--- config.mk ---
export PLATFORM = sky130hd
export DESIGN_NAME = hilo_mdu
export DESIGN_NICKNAME = d
export VERILOG_FILES = /design/src/rtl/hilo_mdu.sv
export SDC_FILE = /design/constraint.sdc
export NUM_CORES = 1
export LEC_CHECK = 0
export ABC_AREA = 0
export ABC_CLOCK_PERIOD_IN_PS = 4900
export BUFFER_PORTS_ARGS = -buffer_cell sky130_fd_sc_hd__buf_4
export CELL_PAD_IN_SITES_DETAIL_PLACEMENT = 1
export CELL_PAD_IN_SITES_GLOBAL_PLACEMENT = 1
export CORE_MARGIN = 2
export CORE_UTILIZATION = 49
export DETAILED_ROUTE_END_ITERATION = 10
export PLACE_DENSITY_LB_ADDON = 0.3
export SLEW_MARGIN = 20
export SYNTH_ARGS = -nofsm -noshare
export SYNTH_HDL_FRONTEND = slang
export SYNTH_SLANG_ARGS = --single-unit
--- constraint.sdc ---
create_clock -name clk -period 4.9 [get_ports clk]
set_input_delay 0.98 -clock clk [delete_from_list [all_inputs] [get_ports clk]]
set_output_delay 0.98 -clock clk [all_outputs]
set_load 0.02 [all_outputs]
--- src/rtl/hilo_mdu.sv ---
// HI/LO register file with an iterative 32x32 shift-add multiplier.
// Optional macro HILO_EARLY_OUT_EN ends the multiply once the multiplier is exhausted.
module hilo_mdu (
    input  logic        clk,
    input  logic        rst,
    input  logic        hilowrite,
    input  logic [5:0]  funct,
    input  logic [31:0] a,
    input  logic [31:0] b,
    input  logic        flush,
    output logic        stall,
    output logic        done,
    output logic [31:0] hi_o,
    output logic [31:0] lo_o
);

    localparam logic [5:0] F_MULT  = 6'b011000;
    localparam logic [5:0] F_MULTU = 6'b011001;
    localparam logic [5:0] F_MTHI  = 6'b010001;
    localparam logic [5:0] F_MTLO  = 6'b010011;

    typedef enum logic [1:0] {IDLE, MUL, DONE} state_t;

    state_t      state;
    state_t      state_next;
    logic [63:0] acc;
    logic [63:0] mcand;
    logic [31:0] mplier;
    logic [4:0]  cnt;
    logic        neg;
    logic [31:0] hi;
    logic [31:0] lo;
    logic        accept;
    logic        is_mul;
    logic        is_signed;
    logic        wr_en;
    logic        last_step;
    logic [31:0] mag_a;
    logic [31:0] mag_b;
    logic [63:0] acc_step;
    logic [63:0] result;

    assign is_mul    = (funct == F_MULT) || (funct == F_MULTU);
    assign is_signed = (funct == F_MULT);
    assign wr_en     = (state == IDLE) && hilowrite && !flush;
    assign mag_a     = (is_signed && a[31]) ? (~a + 32'd1) : a;
    assign mag_b     = (is_signed && b[31]) ? (~b + 32'd1) : b;
    assign acc_step  = mplier[0] ? (acc + mcand) : acc;
    assign result    = neg ? (~acc + 64'd1) : acc;
    assign hi_o      = hi;
    assign lo_o      = lo;

`ifdef HILO_EARLY_OUT_EN
    assign last_step = (cnt == 5'd31) || (mplier[31:1] == 31'd0);
`else
    assign last_step = (cnt == 5'd31);
`endif

    // State register
    always_ff @(posedge clk) begin
        if (rst) state <= IDLE;
        else     state <= state_next;
    end

    // Next-state, stall and done decode
    always_comb begin
        state_next = state;
        stall      = 1'b0;
        done       = 1'b0;
        accept     = 1'b0;
        unique case (state)
            IDLE: begin
                if (wr_en && is_mul) begin
                    accept     = 1'b1;
                    stall      = 1'b1;
                    state_next = MUL;
                end
            end
            MUL: begin
                stall = 1'b1;
                if (flush)          state_next = IDLE;
                else if (last_step) state_next = DONE;
            end
            DONE: begin
                stall      = 1'b1;
                done       = 1'b1;
                state_next = IDLE;
            end
            default: state_next = IDLE;
        endcase
    end

    // Datapath: moves to HI/LO, operand load, shift-add step, commit
    always_ff @(posedge clk) begin
        if (rst) begin
            hi     <= 32'd0;
            lo     <= 32'd0;
            acc    <= 64'd0;
            mcand  <= 64'd0;
            mplier <= 32'd0;
            cnt    <= 5'd0;
            neg    <= 1'b0;
        end else begin
            if (wr_en && funct == F_MTHI) hi <= a;
            if (wr_en && funct == F_MTLO) lo <= a;
            if (accept) begin
                mcand  <= {32'd0, mag_a};
                mplier <= mag_b;
                acc    <= 64'd0;
                cnt    <= 5'd0;
                neg    <= is_signed && (a[31] ^ b[31]);
            end
            if (state == MUL && !flush) begin
                acc    <= acc_step;
                mcand  <= mcand << 1;
                mplier <= mplier >> 1;
                cnt    <= cnt + 5'd1;
            end
            if (state == DONE && !flush) begin
                {hi, lo} <= result;
            end
        end
    end

endmodule

# ---- Word-level counts from Yosys, hierarchy flattened
# Cells that the tools add are included.
dict set report totals {
  romBits 0
  ram_bits 0
  elab_cells 73
  n_memories 0
  regBits 232
  latch_bits 0
}
dict set report classes {
  reduce_logical 20
  div_mod_pow 0
  n_lt_le_gt_ge 0
  bitwise 4
  shift 0
  n_addsub 5
  n_eq_ne 10
  n_mul 0
  mux 24
}
# operator count
set ops {}
lappend ops {{64-bit 2-to-1 mux} 6}
lappend ops {{32-bit 2-to-1 mux} 6}
lappend ops {{32-bit by 1-bit adder with 32-bit output, second input constant} 2}
lappend ops {{64-bit by 1-bit adder with 64-bit output, second input constant} 1}
lappend ops {{64-bit adder} 1}
lappend ops {{32-bit NOT} 2}
lappend ops {{64-bit NOT} 1}
lappend ops {{31-bit 2-to-1 mux} 2}
lappend ops {{6-bit by 5-bit == test with 1-bit output, second input constant} 4}
lappend ops {{1-bit logical AND} 10}
lappend ops {{5-bit 2-to-1 mux} 2}
lappend ops {{2-bit 2-to-1 mux} 3}
lappend ops {{2-bit nonzero test} 3}
lappend ops {{5-bit by 1-bit adder with 5-bit output, second input constant} 1}
lappend ops {{5-bit == test, second input constant} 1}
lappend ops {{2-bit case mux with 2 select lines} 1}
lappend ops {{2-bit AND reduction} 2}
lappend ops {{2-bit OR reduction} 2}
lappend ops {{1-bit 2-to-1 mux} 3}
lappend ops {{3-bit != test, second input constant} 1}
lappend ops {{2-bit by 1-bit == test with 1-bit output, second input constant} 1}
lappend ops {{2-bit == test, second input constant} 1}
lappend ops {{2-bit logical NOT} 1}
lappend ops {{2-bit by 1-bit != test with 1-bit output, second input constant} 1}
lappend ops {{other kinds (5)} 5}

# ---- Logic depth before layout (Yosys ltp)
dict set report depth {
  depth_word 8
  mapped_depth 15
}

# ---- Worst setup path after synthesis
# No wires, ideal clock.
dict set report synth_path {
  kind {input -> output}
  start {input port funct[2]}
  end {output port stall}
  slack_ns 1.261
  t_arrival_ns 2.659
  cell_stages 8
  required_time_ns 3.920
  n_path_buf 2
  cell_sequence {nor2_1 > nand2_1 > or3_1 > nor2_1 > clkbuf_1 > clkbuf_1 > nor2_1 > nor2_1}
}
dict set report synth_between {
  elab_chain_len 5
  elab_cells_between_ends 6
}
# element line_no
set synth_rtl {}
lappend synth_rtl {{from (decl)} 7} ;# input logic [5:0] funct,
lappend synth_rtl {{6-bit by 5-bit == test with 1-bit output} 43} ;# assign is_mul = (funct == F_MULT) || (funct == F_MULTU);
lappend synth_rtl {{1-bit logical OR *} 43}
lappend synth_rtl {{1-bit logical AND *} 73} ;# if (wr_en && is_mul) begin
lappend synth_rtl {{1-bit 2-to-1 mux *} 73}
lappend synth_rtl {{1-bit case mux with 2 select lines *} 71} ;# unique case (state)
lappend synth_rtl {{to (decl)} 11} ;# output logic stall,
# Every way passes the cells marked *; elsewhere a longest branch is shown, timed or not.

# ---- Worst setup path in the final report
dict set report layout_path {
  start {register acc[2]}
  end {register acc[52]}
}
dict set report layout_between {
  elab_chain_len 3
}
# element line_no
set layout_rtl {}
lappend layout_rtl {{from (decl)} 26} ;# logic [63:0] acc;
lappend layout_rtl {{from (signal assigned)} 114} ;# acc <= acc_step;
lappend layout_rtl {{64-bit adder} 48} ;# assign acc_step = mplier[0] ? (acc + mcand) : acc;
lappend layout_rtl {{64-bit 2-to-1 mux} 48}
lappend layout_rtl {{64-bit 2-to-1 mux} 113} ;# if (state == MUL && !flush) begin
# No other way between the ends. The select of a mux whose other input is x is not followed.
# A chain may end at the register's enable or synchronous reset.

==> impl_metrics.yaml <==
floorplan:
  die_h_um: 181
  coreArea_um2: 30700
  initial_core_util: 0.500
  dieArea_um2: 32700
  die_w_um: 181
  rows: 64
  boundaryPins: 140
cells_and_area:
  final_util: 0.569
  final_cell_mix: "260 x nor2_1, 231 x dfxtp_1, 204 x a21oi_1, 155 x buf_4, 153 x nand2_1"
  fin_nets: 2166
  area_growth_syn_to_layout_pct: 13.9
  antennaDiodeCount: 0
  fillCellCount: 3755
  layout_commonest_cell: "nor2_1"
  register_area_um2: 4650
  fin_area_um2: 17400
  multi_input_area_um2: 10100
  drive_above_1_share: 0.112
cts:
  ctsHtreeMaxLevel: 1
  cts_tree: "yes"
  numClockSinks: 232
  clockBufferDepth: 3
  postCtsSetupBuffers: 0
  insertion_delay_ns: 0.54
  cts_buffers: 27
  postCtsHoldBufs: 0
  clkSlewWorstSetupHoldPaths_ns: 0.06
  cts.repair.resized: 0
  root_buffer: "clkbuf_16"
global_routing:
  grt_pass1_wl_um: 84400
  grt_pass1_vias: 15600
  grt_max_degree: 125
  track_usage: 0.315
  antenna_found_initial: 2
  overflow: 0
sta:
  rsz0062_at_grt: "no"
  worstMarginPinSlew_ns: 1.09
  tns_ns: 0
  slew_headroom: 0.275
  finalHoldViolCount: 0
  min_period_ns: 3.96
  hold_slack_ns: 0.476
  maxClockFrequency_mhz: 253
  finalSetupViolations: 0
  slew_viol_final: 0
  final.period_utilization: 0.808
  clock_skew_ns: 0.00950
logic_synthesis:
  netlist-cell-type-count: 67
  synth_edf_count: 0
  avgSynthCellArea_um2: 7.76
  synth_ff_type: "dfxtp_1"
  async_reset_ff_frac: 0
  yosysWarnings: 0
  synth-seq-cells: 232
  synth_nets: 2121
  synthCells: 1974
  yosysSeqAreaShare: 0.303
  syn_area_um2: 15300
critical_path:
  critPathKind: "reg2reg"
  critPathLaunchType: "flip-flop"
  critPathMaxStageDelay_ns: 0.43
  crit_fanout: 5
  cpLargestDelayFamily: "compound AO/OA/AOI/OAI gates"
  worst-path-buf-inv: 1
  crit_path_cell_trace: "ha_1, nor2b_1, o31a_1, o41ai_2, o21bai_1, a311oi_1, buf_4, o211ai_1, a31o_2, o2111ai_1, nand2_1, o21ai_1, xnor2_1, a22o_1"
  cp_slowest_cell: "o41ai_2"
  cp.arrival_ns: 4.39
  rrSetupSlack_ns: 0.94
  end_kind: "flip-flop"
  required_ns: 5.33
outcome:
  run_status: "finished clean"
pwr:
  cellLeakagePower_uw: 0.00725
  p_total_uw: 4180
  ir_drop_uv: 244
  power_density_nw_per_um2: 240
drt:
  vias: 15400
  drtIter0Drc: 909
  drc: 0
  via_per_inst: 6.31
  wl_per_cell_um: 22.0
  wirelength_um: 53500
  first_pass_iters: 5
  detail-route-antenna-nets: 0
placement:
  hpwl_um: 38600
  dpl_cell_area_um2: 16500
  port_buffers: 139
  place_congestion: 0.879
job:
  maxCapViolations: 0
hold_path:
  hold_path_class: "reg2reg"
## power by group
group	internal, µW	switching [µW]	total [µW]
clock	1250	842	2090
sequential	1890	4.35	1900
combinational	75.1	124	199
## sequential cells by signal, summed over array words and instances, names as in the netlist
register	count
acc	64
cnt	5
hi_o	32
lo_o	32
mcand	64
mplier	32
neg	1
state	2
## metrics by stage
stage / instances / worst slack, ns
6_report: 2434 / 0.943
3_3_place_gp: 2386 / 0.971
2_1_floorplan: 1974 / 1.26
3_5_place_dp: 2386 / 1.03
5_1_grt: 2434 / 0.634
4_1_cts: 2434 / 0.969
## logic make-up after synthesis
| group | count (synthesis) | synth area share |
|---|---|---|
| buffers and inverters | 175 | 0.0429 |
| multiplexers | 61 | 0.0399 |
| AND/OR/NAND/NOR | 649 | 0.194 |
| XOR/XNOR | 169 | 0.0966 |
| flip-flops | 232 | 0.303 |
| AO/OA/AOI/OAI | 615 | 0.264 |
| adder cells (fa/ha/maj) | 73 | 0.0601 |
## path summary, 6_finish.rpt
kind             start         to  cells past startpoint
max             acc[2]    acc[52]                     14
min          mcand[53]  mcand[54]                      2
max reg2reg     acc[2]    acc[52]                     14
min reg2reg  mcand[53]  mcand[54]                      2
## worst min-delay path, cell delays in order, from the launching register on
cell and delay [ns]:
dfxtp_1 0.32, nand2_1 0.06, a21oi_1 0.05
## per-layer routing
metal | up-vias | track usage | wire (µm) | share of wire
li1 | 7238 | - | - | -
met1 | 7585 | 0.374 | 21600 | 0.40
met2 | 408 | 0.570 | 27100 | 0.51
met3 | 134 | 0.0365 | 2260 | 0.042
met4 | 4 | 0.139 | 2420 | 0.045
met5 | - | 0 | 27 | 0.00051
## cell usage after synthesis, drive strengths merged (61+ instances only)
| cell type | count | share of area |
|---|---|---|
| mux2i | 61 | 0.040 |
| nand3 | 77 | 0.025 |
| dfxtp | 232 | 0.30 |
| clkbuf | 117 | 0.029 |
| xnor2 | 103 | 0.059 |
| nor2 | 262 | 0.065 |
| a21oi | 204 | 0.067 |
| ha | 72 | 0.059 |
| xor2 | 66 | 0.038 |
| nand2 | 154 | 0.038 |
| o21ai | 80 | 0.026 |
| a211oi | 117 | 0.057 |
## final cells by class
| cell class | instances | share of cell area |
|---|---|---|
| repair buffers | 157 | 0.0685 |
| multi-input cells | 1567 | 0.577 |
| flip-flops and latches | 232 | 0.266 |
| clock buffers | 40 | 0.0467 |
| inverters | 34 | 0.00731 |
| well taps | 396 | 0.0284 |
| clock inverters | 8 | 0.00574 |
Note: power is estimated with default switching activity, not from simulation.
